**src/rtl/dwt_pair_packer.sv**
```systemverilog
// Packs a raster sample stream into {odd, even} pairs for the 9/7 lifting unit.
// Odd-length lines are closed by whole-sample symmetric extension.
module dwt_pair_packer #(
  parameter int DataWidth = 16
) (
  input  logic                   clk_i,
  input  logic                   rst_i,
  output logic                   s_ready_o,
  input  logic                   s_valid_i,
  input  logic                   s_sof_i,
  input  logic                   s_eol_i,
  input  logic [DataWidth-1:0]   s_data_i,
  input  logic                   m_ready_i,
  output logic                   m_valid_o,
  output logic                   m_sof_o,
  output logic                   m_eol_o,
  output logic [2*DataWidth-1:0] m_data_o,
  output logic                   err_o
);

  typedef enum logic {EVEN, ODD} state_t;

  state_t                 state_q, state_d;
  logic [DataWidth-1:0]   even_q, even_d;
  logic [DataWidth-1:0]   last_odd_q, last_odd_d;
  logic                   have_odd_q, have_odd_d;
  logic                   sof_q, sof_d;
  logic                   load;
  logic [2*DataWidth-1:0] pair;
  logic                   pair_sof, pair_eol;
  logic                   err_d;
  logic                   out_free, acc, odd_beat;

  assign out_free  = !m_valid_o | m_ready_i;
  assign s_ready_o = out_free;
  assign acc       = s_valid_i & out_free;
  // A sof beat in ODD restarts the frame and is handled as an even beat.
  assign odd_beat  = (state_q == ODD) & !s_sof_i;

  always_comb begin
    state_d    = state_q;
    even_d     = even_q;
    last_odd_d = last_odd_q;
    have_odd_d = have_odd_q;
    sof_d      = sof_q;
    load       = 1'b0;
    pair       = '0;
    pair_sof   = 1'b0;
    pair_eol   = 1'b0;
    err_d      = 1'b0;
    unique case (1'b1)
      acc & odd_beat: begin
        load       = 1'b1;
        pair       = {s_data_i, even_q};
        pair_sof   = sof_q;
        pair_eol   = s_eol_i;
        last_odd_d = s_data_i;
        have_odd_d = !s_eol_i;
        state_d    = EVEN;
      end
      acc & !odd_beat: begin
        err_d  = (state_q == ODD);
        even_d = s_data_i;
        sof_d  = s_sof_i;
        if (s_eol_i) begin
          load       = 1'b1;
          pair_sof   = s_sof_i;
          pair_eol   = 1'b1;
          have_odd_d = 1'b0;
          state_d    = EVEN;
          // Mirror only within the current line; a sof beat starts fresh.
          if (have_odd_q && !s_sof_i)
            pair = {last_odd_q, s_data_i};
          else
            pair = {s_data_i, s_data_i};
        end else begin
          state_d = ODD;
          if (s_sof_i)
            have_odd_d = 1'b0;
        end
      end
      default: ;
    endcase
  end

  always_ff @(posedge clk_i) begin
    if (rst_i) begin
      state_q    <= EVEN;
      even_q     <= '0;
      last_odd_q <= '0;
      have_odd_q <= 1'b0;
      sof_q      <= 1'b0;
      m_valid_o  <= 1'b0;
      m_sof_o    <= 1'b0;
      m_eol_o    <= 1'b0;
      m_data_o   <= '0;
      err_o      <= 1'b0;
    end else begin
      state_q    <= state_d;
      even_q     <= even_d;
      last_odd_q <= last_odd_d;
      have_odd_q <= have_odd_d;
      sof_q      <= sof_d;
      err_o      <= err_d;
      if (load) begin
        m_valid_o <= 1'b1;
        m_sof_o   <= pair_sof;
        m_eol_o   <= pair_eol;
        m_data_o  <= pair;
      end else if (m_ready_i) begin
        m_valid_o <= 1'b0;
      end
    end
  end

endmodule

```
**config.mk**
```make
export PLATFORM = sky130hd
export DESIGN_NAME = dwt_pair_packer
export DESIGN_NICKNAME = d
export VERILOG_FILES = /design/src/rtl/dwt_pair_packer.sv
export SDC_FILE = /design/constraint.sdc
export NUM_CORES = 1
export LEC_CHECK = 0
export CAP_MARGIN = 10
export CORE_MARGIN = 10
export CORE_UTILIZATION = 30
export DETAILED_ROUTE_END_ITERATION = 10
export MAX_ROUTING_LAYER = met4
export PLACE_DENSITY_LB_ADDON = 0.25
export SLEW_MARGIN = 5
export SYNTH_ARGS = -nofsm -noshare
export SYNTH_HDL_FRONTEND = slang
export SYNTH_SLANG_ARGS = --single-unit
export TNS_END_PERCENT = 1
```
**constraint.sdc**
```tcl
create_clock -name clk_i -period 1.7 [get_ports clk_i]
set_clock_uncertainty 0.2 [all_clocks]
set_input_delay 0.34 -clock clk_i [delete_from_list [all_inputs] [get_ports clk_i]]
set_output_delay 0.34 -clock clk_i [all_outputs]
set_load 0.03 [all_outputs]
```
==> results.md <==
- Max Root-Sink Buffers: 2
- Critical path arrival: about 1900 ps
- Final setup violation count: 26
- Post-Synth XOR/XNOR Area: 0%
- Reg clk slew, reported paths: approximately 80 ps
- Die area: 0.0138 mm2
- H-tree depth: 3
- Comb power frac: around 18%
- Std cell rows: 35
- Post-synthesis mux area share: 2.82%
- Simple-gate share of the synthesized area: between 20% and 30%
- Total grt overflow: 0
- I/O pin count: slightly below 60
- Finished Layout Cells: ~540
- Die height: around 120 um
- Slowest CP cell: a211oi_4
- Crit path cell chain: dlygate4sd2_1, nand2b_4, buf_4, a211oi_4, buf_4, buf_6, nor3b_1, a221o_1
- Pre-CTS setup slack: -790 ps
- Sequential share of the synthesized area: 50.1%
- CTS Buf Count: 9
- PortBufs: 58
- Max rail drop VDD: between 0.3 and 0.4 mV
- Crit-path max FO: 11
- WL/cell: between 15 and 20 um
- Min Tclk post-route: around 1800 ps
- Detailed-placement wirelength estimate: between 5000 and 6000 um
- Clock power frac: a little under two fifths
- Leak pwr: around 1.7 nW
- Reg-to-reg startpoint: m_valid_o$_SDFFE_PP0P_
- Total number of vias: roughly 2600
- Endpoints failing hold: 0
- Slew @ Worst Pin: about 620 ps
- Initial antenna violation count: 0
- Pin count of the biggest net entering global routing: between 40 and 50
- Min-Delay Startpoint: last_odd_q[7]$_SDFFE_PP0N_
- Sw Pwr: 1.12 mW
- Worst path most repeated cell: buf_4
- Maximum Capacitance Violations: 0
- Initial core utilization: 30.7%
- Synth warn: 0
- Rel. slew slack: approximately three fifths
- Vias in the first global route: 2566
- Netlist Area Pre-Place: about 0.0028 mm2
- # diodes: 0
- Area delta synth->final: 44.4%
- Part of the power in registers: ~45%
- First-pass GRT wire length: between 10000 and 15000 um
- Largest family of logic cells by synthesized area: simple AND/OR/NAND/NOR gates
- Slew Limit Fails: 0
- Critical path type: in2reg
- Fmax: between 500 and 600 MHz
- Compound-gate portion of the synthesized area: 19.7%
- RD Place Congestion: 0.857
- RSZ-0062 raised after global routing: true
- CP Launch Type: primary input
- Syn Nets: 340
- DRT Pass-1 Iters: 4
- Die width: between 100 and 150 um
- Most frequent cells in the layout: dfxtp_1 (69), nand2_1 (42), dlygate4sd2_1 (36), buf_4 (36), nor2_1 (34)
- Failing checks: negative setup slack
- Vias per Instance: slightly below 5
- Clk_lat worst skew: approximately 350 ps
- Most common cell after layout, fill and taps aside: dfxtp_1
- Total power: about 4 mW
- Syn Area/Cell: 8.93 um2
- Crit. End Element: flop
- CTS tree: done
- Drt total wl: 8340 um
- Dpl cells: 522
- Post-route DRC: 0
- Worst Slack Setup Final: -129 ps
- Clk root buf: clkbuf_8
- Gate Count Post-Synth: 318
- Number of DRC markers in iteration 0: 128
- Final Cycle Share: 108%
- Sw frac: between 20% and 30%
- Post-synth cell types: 34
- CP max stage delay: 290 ps
- Num Clock Sinks: between 70 and 80
- Required @ worst endpoint: roughly 1700 ps
- Critical Path Start: s_sof_i
- Ratio of cells with drive above 1 in the final layout: about a fifth
- Status: finished with violations
- CORE AREA: ~0.0092 mm2
- Total GRT Usage: roughly an eighth
- Post-Synth Adder-Cell Area: 0%
- #FFs+latches synth: a little over 70
- Final net count: roughly 430
- Pwr per Cell Area: between 900 and 1000 mW/mm2
- Worst hold path class: reg2reg
- Antenna-violating nets left: 0
- P_int: just under 3 mW
cells in the mapped netlist (all sizes together):
| master | instances | area share, % |
|---|---|---|
| dfxtp | 71 | 50 |
| nand2 | 43 | 5.7 |
| nor2 | 34 | 4.5 |
| a21oi | 27 | 4.8 |
| buf | 17 | 3.5 |
| a211oi | 13 | 4.1 |
| nand3 | 13 | 2.5 |
| nor3 | 13 | 2.6 |
| nor3b | 13 | 3.4 |
| o22ai | 13 | 2.9 |
| a221o | 12 | 4.2 |
| clkbuf | 8 | 1.1 |
| mux2i | 8 | 2.8 |
| o21ai | 8 | 1.4 |
| inv | 7 | 0.93 |
| a2bb2oi | 4 | 1.2 |
| or3 | 4 | 0.88 |
| a22oi | 2 | 0.53 |
| and2b | 2 | 0.62 |
| nand2b | 2 | 0.71 |
| a22o | 1 | 0.31 |
| nand3b | 1 | 0.26 |
| nand4 | 1 | 0.75 |
| o211ai | 1 | 0.26 |
timing repair:
item	in CTS	in global routing
endpoints found under the setup margin	79	66
pin swaps	7	3
gates cloned	1	0
hold endpoints to repair	0	0
gates resized for setup	53	6
hold buffers	0	0
setup buffers	5	0
state kept, by name, summed over array words and instances (netlist names):
signal,count
sof_q,1
even_q,16
err_o,1
m_sof_o,1
m_data_o,32
have_odd_q,1
m_eol_o,1
m_valid_o,1
state_q,1
last_odd_q,16
power by group through the flow:
| stage | Combinational, mW | Sequential (mW) | Clock (mW) |
|---|---|---|---|
| after floorplan | 0.280 | 1.96 | 0 |
| after global placement | 0.718 | 1.85 | 0 |
| after detailed placement | 0.724 | 1.85 | 0 |
| after CTS | 0.715 | 1.81 | 1.52 |
| after global routing | 0.778 | 1.82 | 1.58 |
| final | 0.712 | 1.81 | 1.50 |
critical path, delay by kind of cell:
| kind | cells | cell delay [ps] |
|---|---|---|
| AND/OR/NAND/NOR | 2 | 210 |
| AO/OA/AOI/OAI | 2 | 560 |
| buffers and inverters | 4 | 760 |
metrics by stage:
step / area, um2 / hold slack (ps) / setup TNS (ps) / utilization, %
floorplan: 2850 / 236 / -48.0 / -
global placement: 3810 / 242 / -31050 / 41.3
detailed placement: 3810 / 248 / -33370 / 41.3
CTS: 4080 / 259 / -1680 / 44.2
global route: 4100 / 281 / -5290 / 44.4
finish: 4100 / 257 / -1550 / 44.4
area by class of cell:
class                           instances  area (um2)
Timing Repair Buffer                  106         975
Tap cell                              129         161
Clock buffer                            9         124
Multi-Input combinational cell        215        1290
Fill cell                             908        5140
Sequential cell                        71        1430
Clock inverter                          7        95.1
Inverter                                7        28.8
layer usage:
| metal | GRT usage [%] | vias to the layer above | routed length, um |
|---|---|---|---|
| met5 | - | - | 0 |
| met4 | 4.86 | 0 | 138 |
| li1 | - | 1314 | - |
| met1 | 15.7 | 1236 | 3910 |
| met3 | 2.45 | 13 | 354 |
| met2 | 20.1 | 57 | 3930 |
path summary, 6_finish.rpt:
kind | cells after the start | to | slack, ps
max reg2reg | 7 | m_data_o[17]$_SDFFE_PP0P_ | -120
min | 2 | last_odd_q[7]$_SDFFE_PP0N_ | 260
min reg2reg | 2 | last_odd_q[7]$_SDFFE_PP0N_ | 260
max | 8 | m_data_o[17]$_SDFFE_PP0P_ | -130
cell families (layout without fill, tap and decap cells):
kind of cell           after synthesis  after routing
flip-flops                          71             71
multiplexers                         8              8
AO/OA/AOI/OAI                       81             81
buffers and inverters               32            129
AND/OR/NAND/NOR                    126            126
(Power assumes the default switching activity.)
